$ cat config.mk
export PLATFORM = sky130hd
export DESIGN_NAME = boot_load_ctrl_flat
export DESIGN_NICKNAME = d
export VERILOG_FILES = /design/src/rtl/boot_load_ctrl_if.sv /design/src/rtl/boot_load_ctrl.sv /design/src/flat_wrapper.sv
export SDC_FILE = /design/constraint.sdc
export NUM_CORES = 1
export LEC_CHECK = 0
export BUFFER_PORTS_ARGS = -buffer_cell sky130_fd_sc_hd__buf_2
export CORE_MARGIN = 3
export CORE_UTILIZATION = 45
export CTS_CLUSTER_DIAMETER = 200
export DETAILED_ROUTE_END_ITERATION = 7
export GPL_ROUTABILITY_DRIVEN = 0
export PLACE_DENSITY_LB_ADDON = 0.15
export SYNTH_ARGS = -nofsm -noshare
export SYNTH_HDL_FRONTEND = slang
export SYNTH_SLANG_ARGS = --single-unit
$ cat constraint.sdc
create_clock -name clk -period 2.8 [get_ports clk]
set_clock_uncertainty 0.1 [all_clocks]
set_input_delay 0.28 -clock clk [delete_from_list [all_inputs] [get_ports clk]]
set_output_delay 0.28 -clock clk [all_outputs]
set_load 0.05 [all_outputs]
$ cat src/rtl/boot_load_ctrl_if.sv
// Program-load stream into the boot controller plus the registered instruction-memory write port it drives.
interface boot_load_ctrl_if #(
  parameter int AW = 10
);
  logic          in_valid;
  logic [31:0]   in_data;
  logic          in_last;
  logic          in_ready;
  logic          imem_we;
  logic [AW-1:0] imem_addr;
  logic [31:0]   imem_wdata;

  modport master (
    output in_valid, in_data, in_last,
    input  in_ready, imem_we, imem_addr, imem_wdata
  );

  modport slave (
    input  in_valid, in_data, in_last,
    output in_ready, imem_we, imem_addr, imem_wdata
  );
endinterface

$ cat src/rtl/boot_load_ctrl.sv
// Boot controller: streams a program into instruction memory with the core held in reset,
// releases the core, then ends the run on a HALT_ADDR pc match or a cycle-limit timeout.
module boot_load_ctrl #(
  parameter int          AW         = 10,
  parameter logic [31:0] HALT_ADDR  = 32'h100,
  parameter int unsigned MAX_CYCLES = 100000
) (
  input  logic                 clk,
  input  logic                 reset,
  boot_load_ctrl_if.slave      bus,
  input  logic                 restart,
  output logic                 cpu_reset,
  input  logic [31:0]          pc,
  output logic                 done,
  output logic                 timeout,
  output logic                 overflow,
  output logic [31:0]          cycle_count
);
  typedef enum logic [2:0] {
    S_IDLE, S_LOAD, S_RELEASE, S_RUN, S_DONE, S_TIMEOUT
  } state_t;

  localparam logic [AW-1:0] LAST_ADDR = '1;
  localparam logic [31:0]   MAX_C     = 32'(MAX_CYCLES);

  state_t        state_q, state_d;
  logic [AW-1:0] wptr_q, wptr_d;
  logic          imem_we_q, imem_we_d;
  logic [AW-1:0] imem_addr_q, imem_addr_d;
  logic [31:0]   imem_wdata_q, imem_wdata_d;
  logic          done_q, done_d;
  logic          timeout_q, timeout_d;
  logic          overflow_q, overflow_d;
  logic [31:0]   cycle_count_q, cycle_count_d;

  logic          ready;
  logic          accept;
  logic          halt_hit;
  logic [31:0]   count_inc;

  assign accept    = bus.in_valid & ready;
  assign halt_hit  = (pc == HALT_ADDR);
  assign count_inc = cycle_count_q + 32'd1;

  always_ff @(posedge clk or negedge reset) begin
    if (!reset) state_q <= S_IDLE;
    else        state_q <= state_d;
  end

  always_comb begin
    state_d = state_q;
    unique case (state_q)
      S_IDLE:    if (accept) state_d = bus.in_last ? S_RELEASE : S_LOAD;
      // Filling the last word without in_last is an overflow: stop loading and run what we have.
      S_LOAD:    if (accept && (bus.in_last || wptr_q == LAST_ADDR)) state_d = S_RELEASE;
      S_RELEASE: state_d = S_RUN;
      S_RUN: begin
        if (halt_hit)                state_d = S_DONE;
        else if (count_inc == MAX_C) state_d = S_TIMEOUT;
      end
      S_DONE, S_TIMEOUT: if (restart) state_d = S_IDLE;
      default:   state_d = S_IDLE;
    endcase
  end

  always_comb begin
    ready     = (state_q == S_IDLE) || (state_q == S_LOAD);
    cpu_reset = (state_q == S_RUN);
  end

  always_comb begin
    wptr_d        = wptr_q;
    imem_we_d     = accept;
    imem_addr_d   = imem_addr_q;
    imem_wdata_d  = imem_wdata_q;
    done_d        = done_q;
    timeout_d     = timeout_q;
    overflow_d    = overflow_q;
    cycle_count_d = cycle_count_q;
    if (accept) begin
      imem_addr_d  = wptr_q;
      imem_wdata_d = bus.in_data;
      wptr_d       = wptr_q + 1'b1;
      if (state_q == S_LOAD && !bus.in_last && wptr_q == LAST_ADDR) overflow_d = 1'b1;
    end
    unique case (state_q)
      S_RELEASE: cycle_count_d = '0;
      S_RUN: begin
        cycle_count_d = count_inc;
        if (halt_hit)                done_d    = 1'b1;
        else if (count_inc == MAX_C) timeout_d = 1'b1;
      end
      S_DONE, S_TIMEOUT: begin
        if (restart) begin
          done_d        = 1'b0;
          timeout_d     = 1'b0;
          overflow_d    = 1'b0;
          cycle_count_d = '0;
          wptr_d        = '0;
        end
      end
      default: ;
    endcase
  end

  always_ff @(posedge clk or negedge reset) begin
    if (!reset) begin
      wptr_q        <= '0;
      imem_we_q     <= 1'b0;
      imem_addr_q   <= '0;
      imem_wdata_q  <= '0;
      done_q        <= 1'b0;
      timeout_q     <= 1'b0;
      overflow_q    <= 1'b0;
      cycle_count_q <= '0;
    end else begin
      wptr_q        <= wptr_d;
      imem_we_q     <= imem_we_d;
      imem_addr_q   <= imem_addr_d;
      imem_wdata_q  <= imem_wdata_d;
      done_q        <= done_d;
      timeout_q     <= timeout_d;
      overflow_q    <= overflow_d;
      cycle_count_q <= cycle_count_d;
    end
  end

  assign bus.in_ready   = ready;
  assign bus.imem_we    = imem_we_q;
  assign bus.imem_addr  = imem_addr_q;
  assign bus.imem_wdata = imem_wdata_q;
  assign done           = done_q;
  assign timeout        = timeout_q;
  assign overflow       = overflow_q;
  assign cycle_count    = cycle_count_q;
endmodule
$ cat src/flat_wrapper.sv
// flat-port wrapper written by rule: the top's interface ports become plain ports
module boot_load_ctrl_flat 
#(
  parameter int          AW         = 10,
  parameter logic [31:0] HALT_ADDR  = 32'h100,
  parameter int unsigned MAX_CYCLES = 100000
)
  (clk, reset, restart, cpu_reset, pc, done, timeout, overflow, cycle_count, bus_in_valid, bus_in_data, bus_in_last, bus_in_ready, bus_imem_we, bus_imem_addr, bus_imem_wdata);
  boot_load_ctrl_if #(.AW(AW)) bus_i ();
  input  logic clk;
  input  logic reset;
  input  logic restart;
  output logic cpu_reset;
  input  logic [31:0] pc;
  output logic done;
  output logic timeout;
  output logic overflow;
  output logic [31:0] cycle_count;
  input wire logic [$bits(bus_i.in_valid)-1:0] bus_in_valid;
  input wire logic [$bits(bus_i.in_data)-1:0] bus_in_data;
  input wire logic [$bits(bus_i.in_last)-1:0] bus_in_last;
  output wire logic [$bits(bus_i.in_ready)-1:0] bus_in_ready;
  output wire logic [$bits(bus_i.imem_we)-1:0] bus_imem_we;
  output wire logic [$bits(bus_i.imem_addr)-1:0] bus_imem_addr;
  output wire logic [$bits(bus_i.imem_wdata)-1:0] bus_imem_wdata;
  assign bus_i.in_valid = bus_in_valid;
  assign bus_i.in_data = bus_in_data;
  assign bus_i.in_last = bus_in_last;
  assign bus_in_ready = bus_i.in_ready;
  assign bus_imem_we = bus_i.imem_we;
  assign bus_imem_addr = bus_i.imem_addr;
  assign bus_imem_wdata = bus_i.imem_wdata;
  boot_load_ctrl #(.AW(AW), .HALT_ADDR(HALT_ADDR), .MAX_CYCLES(MAX_CYCLES)) u_core (.clk(clk), .reset(reset), .bus(bus_i), .restart(restart), .cpu_reset(cpu_reset), .pc(pc), .done(done), .timeout(timeout), .overflow(overflow), .cycle_count(cycle_count));
endmodule
==> results.json, run 1 <==
{
  "start_util": 0.464,
  "dr.first_iter.drc_count": 270,
  "clk_latency_ns": 0.37,
  "synth_edf_count": 0,
  "synth_adder_area_share": 0.00780,
  "max_cap_violations": 0,
  "syn_area_mm2": 0.00481,
  "area_delta_synth_final_pct": 24.5,
  "cp-end-kind": "register",
  "startpoint_type": "register",
  "syn_inst": 477,
  "synth-simple-area-share": 0.209,
  "fin_util": 0.578,
  "detail-route-antenna-nets": 0,
  "clockBufferDepth": 2,
  "total_power_mw": 5.35,
  "crit_fanout": 8,
  "fin_hold_ws_ns": 0.0258,
  "grt_max_degree": 68,
  "synth_cell_type_count": 53,
  "dr.pass1.iters": 4,
  "p_per_area_mw_per_mm2": 894,
  "synth.area.mux_share": 0.109,
  "core_mm2": 0.0104,
  "reg2reg_from": "u_core.cycle_count[2]",
  "arrival_ns": 2.82,
  "worstPathCellList": "nand3_2 -> or4_4 -> or2_2 -> xnor2_1 -> nor4_2 -> nand4_1 -> a32o_1",
  "min_period_over_period": 0.950,
  "fin_area_mm2": 0.00599,
  "layout_common_cells": "buf_2, dfrtp_1, o21ai_0, nor2_1, mux2_2",
  "placed_area_mm2": 0.00575,
  "cts_sinks": 91,
  "finalSetupViolCount": 0,
  "setup_ws_ns": 0.141,
  "dpl.hpwl_um": 9290,
  "crit_buf_inv": 0,
  "cts_buffers": 9,
  "r2r_slack_ns": 0.14,
  "rows": 37,
  "via_per_inst": 5.60,
  "fin_nets": 702,
  "vias": 4315,
  "antenna_cells": 0,
  "syn_area_per_cell_um2": 10.1,
  "io_pins": 149,
  "grt_pass1_vias": 4150,
  "reg2regPathDepth": 7,
  "finalHoldViolCount": 0,
  "synth_seq_cells": 91,
  "worst_slew_pin_slew_ns": 0.435,
  "grt_pass1_wl_um": 20500,
  "period_needed_ns": 2.66,
  "status": "complete, no violations",
  "die-area_mm2": 0.0120,
  "synthXorXnorAreaFrac": 0.0182,
  "post_drt_wl_per_cell_um": 16.4,
  "synthArstFlopShare": 1.00,
  "final_common_cell": "buf_2",
  "grt_usage": 0.216,
  "fmax_ghz": 0.376,
  "drc": 0,
  "root_buffer": "clkbuf_8",
  "min-delay-path-class": "in2reg",
  "synthFlopType": "dfrtp_1",
  "antenna_found_initial": 0,
  "ys_warn_count": 0,
  "hp-start": "bus_in_data[13]",
  "leakage_nw": 2.80,
  "synth_compound_area_frac": 0.141,
  "synth_top_family_by_area": "simple AND/OR/NAND/NOR gates",
  "relSlewSlack": 0.708,
  "post-cts-setup-buffers": 0,
  "min_to": "u_core.bus.imem_wdata[13]",
  "slew_violations": 0,
  "io_buffers": 148,
  "slowest_delay_ns": 0.56,
  "ys_seq_area_frac": 0.473,
  "htree_levels": 3,
  "grt_remaining_overflow": 0,
  "r2r_end": "u_core.state_q[1]",
  "syn-num-nets": 549,
  "cts_tree": "yes",
  "die_w_um": 109,
  "slowest_stage": "or4_4",
  "peakVddDrop_mv": 0.687,
  "path_class": "reg2reg",
  "clk_pin_slew_ns": 0.10,
  "die_y_um": 109,
  "dpl_worst_slack_ns": 0.113,
  "required_ns": 2.96,
  "min_path_cells": 2,
  "path_delay_family": "simple AND/OR/NAND/NOR gates",
  "drt-total-wl_um": 12600,
  "drive_gt1_frac": 0.405
}
final cells by class:
cell class	count	area (µm²)
sequential	91	2290
fill	958	4380
clock buffer	9	124
tap	136	170
timing repair buffer	173	946
multi-input combinational	350	2360
clock inverter	7	82.6
inverter	5	18.8
power breakdown:
| group | internal (mW) | leakage, nW | switching [mW] |
|---|---|---|---|
| clock network | 0.430 | 0.104 | 0.522 |
| logic | 0.735 | 1.54 | 1.79 |
| registers | 1.66 | 1.16 | 0.227 |
| total | 2.82 | 2.80 | 2.53 |
state kept, by name (all words and copies together) (netlist names):
name,flops
u_core.bus.imem_wdata,32
u_core.cycle_count,32
u_core.bus.imem_addr,10
u_core.wptr_q,10
u_core.state_q,3
u_core.bus.imem_we,1
u_core.done,1
u_core.overflow,1
u_core.timeout,1
cell usage after synthesis (all sizes together) (4+ instances only):
master | n | area, µm²
nor2 | 45 | 169
inv | 5 | 18.8
nor4 | 13 | 111
a31oi | 9 | 56.3
o31ai | 11 | 82.6
nand4 | 18 | 143
nor4b | 4 | 35.0
mux2 | 43 | 484
clkbuf | 19 | 71.3
a21oi | 21 | 105
or4 | 4 | 33.8
mux2i | 4 | 40.0
or3 | 8 | 50.1
and4 | 4 | 35.0
and3 | 8 | 50.1
nand2b | 4 | 25.0
dfrtp | 91 | 2280
buf | 12 | 111
and2 | 6 | 37.5
nand2 | 35 | 131
xor2 | 7 | 61.3
o41ai | 5 | 43.8
nor3 | 8 | 56.3
nand3 | 14 | 80.1
o21ai | 51 | 255
per-layer routing:
layer,global-route usage,up-vias,routed length (µm)
li1,-,2062,-
met1,0.296,2105,5520
met2,0.346,132,6260
met3,0.0382,16,671
met4,0.0730,0,194
met5,0,-,0
cells by family after synthesis:
| kind of cell | Yosys count |
|---|---|
| DFF | 91 |
| buffers and inverters | 36 |
| xor gates and xnor gates | 10 |
| and+or+nand+nor | 178 |
| AOI/OAI and AO/OA | 112 |
| muxes | 47 |
| adders and majority gates | 3 |
timing repair:
| action | CTS | global route |
|---|---|---|
| hold buffers | 1 | 0 |
| gates resized for setup | 0 | 4 |
| endpoints found under the hold margin | 24 | 0 |
| endpoints found under the setup margin | 0 | 3 |
worst max-delay path by stage:
stage                     cells past startpoint                 to  slack [ns]                    from
after CTS                                     9  u_core.state_q[1]        0.08   u_core.cycle_count[0]
after global routing                          9  u_core.state_q[1]       -0.01   u_core.cycle_count[0]
after global placement                        9  u_core.state_q[1]        0.25   u_core.cycle_count[0]
after floorplan                               9  u_core.state_q[1]        0.01  u_core.cycle_count[11]
after detailed placement                      9  u_core.state_q[1]        0.11   u_core.cycle_count[0]
final                                         7  u_core.state_q[1]        0.14   u_core.cycle_count[2]
metrics by stage:
stage	setup TNS [ns]	cells
detailed placement	0	754
global placement	0	754
CTS	0	771
floorplan	0	477
finish	0	771
global route	-0.0246	771
worst reg2reg max path: cells and delay by family (launching register included):
family | cells | cell delay (ns)
compound gates | 1 | 0.26
flops | 1 | 0.45
xor+xnor | 1 | 0.14
simple gates | 5 | 1.60
No activity file was read; power rests on OpenSTA's default activity.
==> run 2, diff against run 1 <==
- CTS_BUF_LIST: unset -> sky130_fd_sc_hd__clkbuf_16
- SKIP_LAST_GASP: unset -> 1
==> run 2 against run 1 <==
Maximum frequency about the same. Sequential share of layout area down 0.64 points. Sequential cell count did not move. Setup slack got worse by 0.00090 ns. Wire length grew 0.21%. Power increased by 5.8%. Combinational power barely moved. Critical path type unchanged. Largest cell class unchanged. Largest power group unchanged.
==> results.json, run 2 (synthesized netlist as in run 1, its figures left out) <==
{
  "fmax_ghz": 0.376,
  "area_delta_synth_final_pct": 26.6,
  "gr-usage-met2": 0.350,
  "die-area_mm2": 0.0120,
  "hp-start": "bus_in_data[12]",
  "start_util": 0.464,
  "max_cap_violations": 0,
  "use_met1": 0.293,
  "rsz0062_at_grt": "false",
  "dpl.hpwl_um": 9290,
  "arrival_ns": 2.79,
  "startpoint_type": "register",
  "die_w_um": 109,
  "post_drt_wl_per_cell_um": 16.4,
  "peakVddDrop_mv": 0.704,
  "drc": 0,
  "cts_buffers": 9,
  "cts_sinks": 91,
  "root_buffer": "clkbuf_16",
  "dpl_worst_slack_ns": 0.113,
  "fillers": 944,
  "cts_tree": "yes",
  "required_ns": 2.93,
  "io_buffers": 148,
  "placed_area_mm2": 0.00575,
  "fin_area_mm2": 0.00609,
  "finalHoldViolCount": 0,
  "layout_common_cells": "buf_2, dfrtp_1, o21ai_0, nor2_1, mux2_2",
  "crit_fanout": 8,
  "status": "complete, no violations",
  "grt_pass1_wl_um": 20500,
  "setup-tns-final_ns": 0,
  "r2r_end": "u_core.state_q[1]",
  "finalSetupViolCount": 0,
  "vias": 4319,
  "dr.pass1.iters": 5,
  "die_y_um": 109,
  "setup_ws_ns": 0.140,
  "cp-end-kind": "register",
  "grt_max_degree": 68,
  "core_mm2": 0.0104,
  "path_class": "reg2reg",
  "htree_levels": 3,
  "clk_latency_ns": 0.34,
  "detail-route-antenna-nets": 0,
  "reg2reg_from": "u_core.cycle_count[2]",
  "clockBufferDepth": 2,
  "final_common_cell": "buf_2",
  "grt.busiest_layer": "met2",
  "grt_remaining_overflow": 0,
  "multi_input_area_mm2": 0.00236,
  "worst_slew_pin_slew_ns": 0.430,
  "clk_pin_slew_ns": 0.07,
  "post-cts-setup-buffers": 0,
  "relSlewSlack": 0.713,
  "antenna_cells": 0,
  "min-delay-path-class": "in2reg",
  "startpoint": "u_core.cycle_count[2]",
  "grtUsageMet3": 0.0446,
  "via_per_inst": 5.60,
  "grt_usage": 0.215,
  "io_pins": 149,
  "drive_gt1_frac": 0.405,
  "reg2regPathDepth": 7,
  "p_per_area_mw_per_mm2": 930,
  "antenna_found_initial": 0,
  "min_period_over_period": 0.950,
  "rows": 37,
  "slew_violations": 0,
  "period_needed_ns": 2.66,
  "drt-total-wl_um": 12700,
  "dr.first_iter.drc_count": 237,
  "grt_pass1_vias": 4171,
  "fin_nets": 702,
  "total_power_mw": 5.67,
  "leakage_nw": 2.85,
  "seqCellArea_mm2": 0.00229,
  "endpoint": "u_core.state_q[1]",
  "r2r_slack_ns": 0.14
}
run 2: power by group:
part / internal [mW] / switching (mW) / leakage, nW
sequential: 1.66 / 0.230 / 1.16
clock: 0.710 / 0.549 / 0.150
combinational: 0.735 / 1.79 / 1.54
run 2: worst max-delay path: stages (launching register included):
cell and delay (ns):
dfrtp_2 0.44, nand3_2 0.18, or4_4 0.56, or2_2 0.35, xnor2_1 0.14, nor4_2 0.29
nand4_1 0.22, a32o_1 0.26
run 2: what timing repair did:
item                                    4_1_cts  5_1_grt
endpoints found under the hold margin        24        0
hold buffers                                  1        0
resized for setup                             0        4
endpoints found under the setup margin        0        3
run 2: cell type report:
class,count,area share
clock buffer,9,0.0370
clock inverter,7,0.0136
inverter,5,0.00308
multi-input combinational,350,0.387
sequential,91,0.376
tap,136,0.0279
timing repair buffer,173,0.155
run 2: stage by stage:
stage / hold WS (ns) / cells / util
floorplan: -0.116 / 477 / -
global placement: 0.110 / 754 / 0.555
detailed placement: 0.114 / 754 / 0.555
CTS: 0.0529 / 771 / 0.585
global route: 0.0573 / 771 / 0.587
finish: 0.0624 / 771 / 0.587
run 2: how the worst min path moves through the flow:
stage                                           end  slack, ns  cells after the start
final                     u_core.bus.imem_wdata[12]       0.06                      2
after global routing      u_core.bus.imem_wdata[12]       0.06                      2
after CTS                 u_core.bus.imem_wdata[12]       0.05                      2
after detailed placement      u_core.cycle_count[3]       0.11                      1
after global placement       u_core.cycle_count[13]       0.11                      1
after floorplan             u_core.bus.imem_addr[0]      -0.12                      0
run 2: layer usage:
metal | wire [µm] | vias to the layer above
li1 | - | 2068
met1 | 5470 | 2107
met2 | 6370 | 130
met3 | 699 | 14
met4 | 129 | 0
met5 | 0 | -
==> run 3, diff against run 2 <==
- CORE_MARGIN: 3 -> 2
==> run 3 against run 2 <==
Largest power group unchanged. Power fell by 1.5%. Clock-buffer cell count unchanged. Sequential share of layout area up 0.062 points.
==> results.json, run 3 (synthesized netlist as in run 1, its figures left out) <==
{
  "status": "complete, no violations",
  "root_buffer": "clkbuf_16",
  "min_period_over_period": 0.945,
  "r2r_end": "u_core.state_q[1]",
  "clkPwrFrac": 0.205,
  "final_common_cell": "buf_2",
  "startpoint_type": "register",
  "grt_pass1_wl_um": 20800,
  "grt_pass1_vias": 4169,
  "clk_latency_ns": 0.34,
  "relSlewSlack": 0.586,
  "gr-usage-met2": 0.375,
  "switchingPower_mw": 2.58,
  "core_mm2": 0.0104,
  "worst_slew_pin_slew_ns": 0.622,
  "required_ns": 2.94,
  "dpl_worst_slack_ns": 0.0685,
  "min-delay-path-class": "in2reg",
  "start_util": 0.464,
  "vias": 4353,
  "dpl.hpwl_um": 9360,
  "placed_cells": 750,
  "reg2regPathDepth": 9,
  "antenna_cells": 0,
  "dr.first_iter.drc_count": 251,
  "r2r_slack_ns": 0.15,
  "fin_util": 0.586,
  "finalHoldViolCount": 0,
  "p_per_area_mw_per_mm2": 918,
  "grt_max_degree": 49,
  "post_drt_wl_per_cell_um": 16.9,
  "combPwrFrac": 0.454,
  "min_path_cells": 2,
  "fmax_ghz": 0.378,
  "period_needed_ns": 2.65,
  "multi_input_area_mm2": 0.00237,
  "die_y_um": 107,
  "max_cap_violations": 0,
  "min_to": "u_core.bus.imem_wdata[23]",
  "crit_fanout": 9,
  "peakVddDrop_mv": 0.769,
  "htree_levels": 3,
  "area_delta_synth_final_pct": 26.4,
  "cts_buffers": 9,
  "cts_sinks": 91,
  "rsz0062_at_grt": "false",
  "fin_hold_ws_ns": 0.0599,
  "setup-tns-final_ns": 0,
  "fin_nets": 701,
  "grtUsageMet3": 0.0593,
  "io_buffers": 148,
  "finalNonFillerCells": 770,
  "via_per_inst": 5.65,
  "die-area_mm2": 0.0115,
  "drc": 0,
  "drive_gt1_frac": 0.402,
  "clockBufferDepth": 2,
  "finalSetupViolCount": 0,
  "layout_common_cells": "buf_2, dfrtp_1, o21ai_0, nor2_1, mux2_2",
  "path_class": "reg2reg",
  "power_frac_seq": 0.341,
  "rows": 37,
  "drt-total-wl_um": 13000,
  "cp-end-kind": "register",
  "die_w_um": 107,
  "dr.pass1.iters": 4,
  "grt.busiest_layer": "met2",
  "fillers": 939,
  "clk_pin_slew_ns": 0.07,
  "internal_power_mw": 3.00,
  "grt_remaining_overflow": 0,
  "hp-start": "bus_in_data[23]",
  "p_sw_frac": 0.462,
  "reg2reg_from": "u_core.cycle_count[0]",
  "detail-route-antenna-nets": 0,
  "cts_tree": "yes",
  "slew_violations": 0,
  "grt_usage": 0.227,
  "setup_ws_ns": 0.153,
  "leakage_nw": 2.84,
  "antenna_found_initial": 0,
  "arrival_ns": 2.78,
  "use_met1": 0.292,
  "io_pins": 149,
  "seqCellArea_mm2": 0.00229
}
-- run 3: cell type report --
| type | count | area share |
|---|---|---|
| Clock buffer | 9 | 0.0370 |
| Clock inverter | 7 | 0.00844 |
| Inverter | 5 | 0.00309 |
| Multi-Input combinational cell | 350 | 0.390 |
| Sequential cell | 91 | 0.377 |
| Tap cell | 136 | 0.0280 |
| Timing Repair Buffer | 172 | 0.156 |
-- run 3: worst max path at each step --
stage                                 startpoint                end  cells after the start
final                      u_core.cycle_count[0]  u_core.state_q[1]                      9
after global routing       u_core.cycle_count[9]     u_core.timeout                      8
after CTS                  u_core.cycle_count[0]     u_core.timeout                      9
after detailed placement   u_core.cycle_count[0]  u_core.state_q[1]                      9
after global placement     u_core.cycle_count[0]  u_core.state_q[1]                      9
after floorplan           u_core.cycle_count[11]  u_core.state_q[1]                      9
-- run 3: what timing repair did --
| action | 4_1_cts | 5_1_grt |
|---|---|---|
| endpoints found under the hold margin | 47 | 0 |
| hold buffers | 1 | 0 |
| setup buffers | 0 | 3 |
| gates resized for setup | 0 | 6 |
| setup endpoints to repair | 0 | 3 |
-- run 3: worst max-delay path: stages, from the launching register on --
cell	delay [ns]
dfrtp_2	0.47
ha_4	0.21
nand3_4	0.15
nor4_1	0.31
buf_4	0.17
mux2i_1	0.18
o2111ai_1	0.16
nor4_2	0.32
nand4_1	0.21
a32o_1	0.26
-- run 3: per-stage QoR --
stage | total power, mW | cell area (µm²)
finish | 5.58 | 6080
global route | 5.85 | 6080
CTS | 5.61 | 6020
detailed placement | 4.45 | 5730
global placement | 4.40 | 5730
floorplan | 3.80 | 4830
-- run 3: power groups by stage --
stage / clock network [mW] / logic, mW / registers (mW)
2_1_floorplan: 0 / 0.900 / 2.90
3_3_place_gp: 0 / 2.51 / 1.89
3_5_place_dp: 0 / 2.54 / 1.91
4_1_cts: 1.16 / 2.55 / 1.89
5_1_grt: 1.23 / 2.68 / 1.95
6_report: 1.14 / 2.53 / 1.90
-- run 3: metal layers --
metal | part of all wire | vias to the layer above
li1 | - | 2074
met1 | 0.42 | 2091
met2 | 0.49 | 160
met3 | 0.066 | 28
met4 | 0.020 | 0
met5 | 0 | -
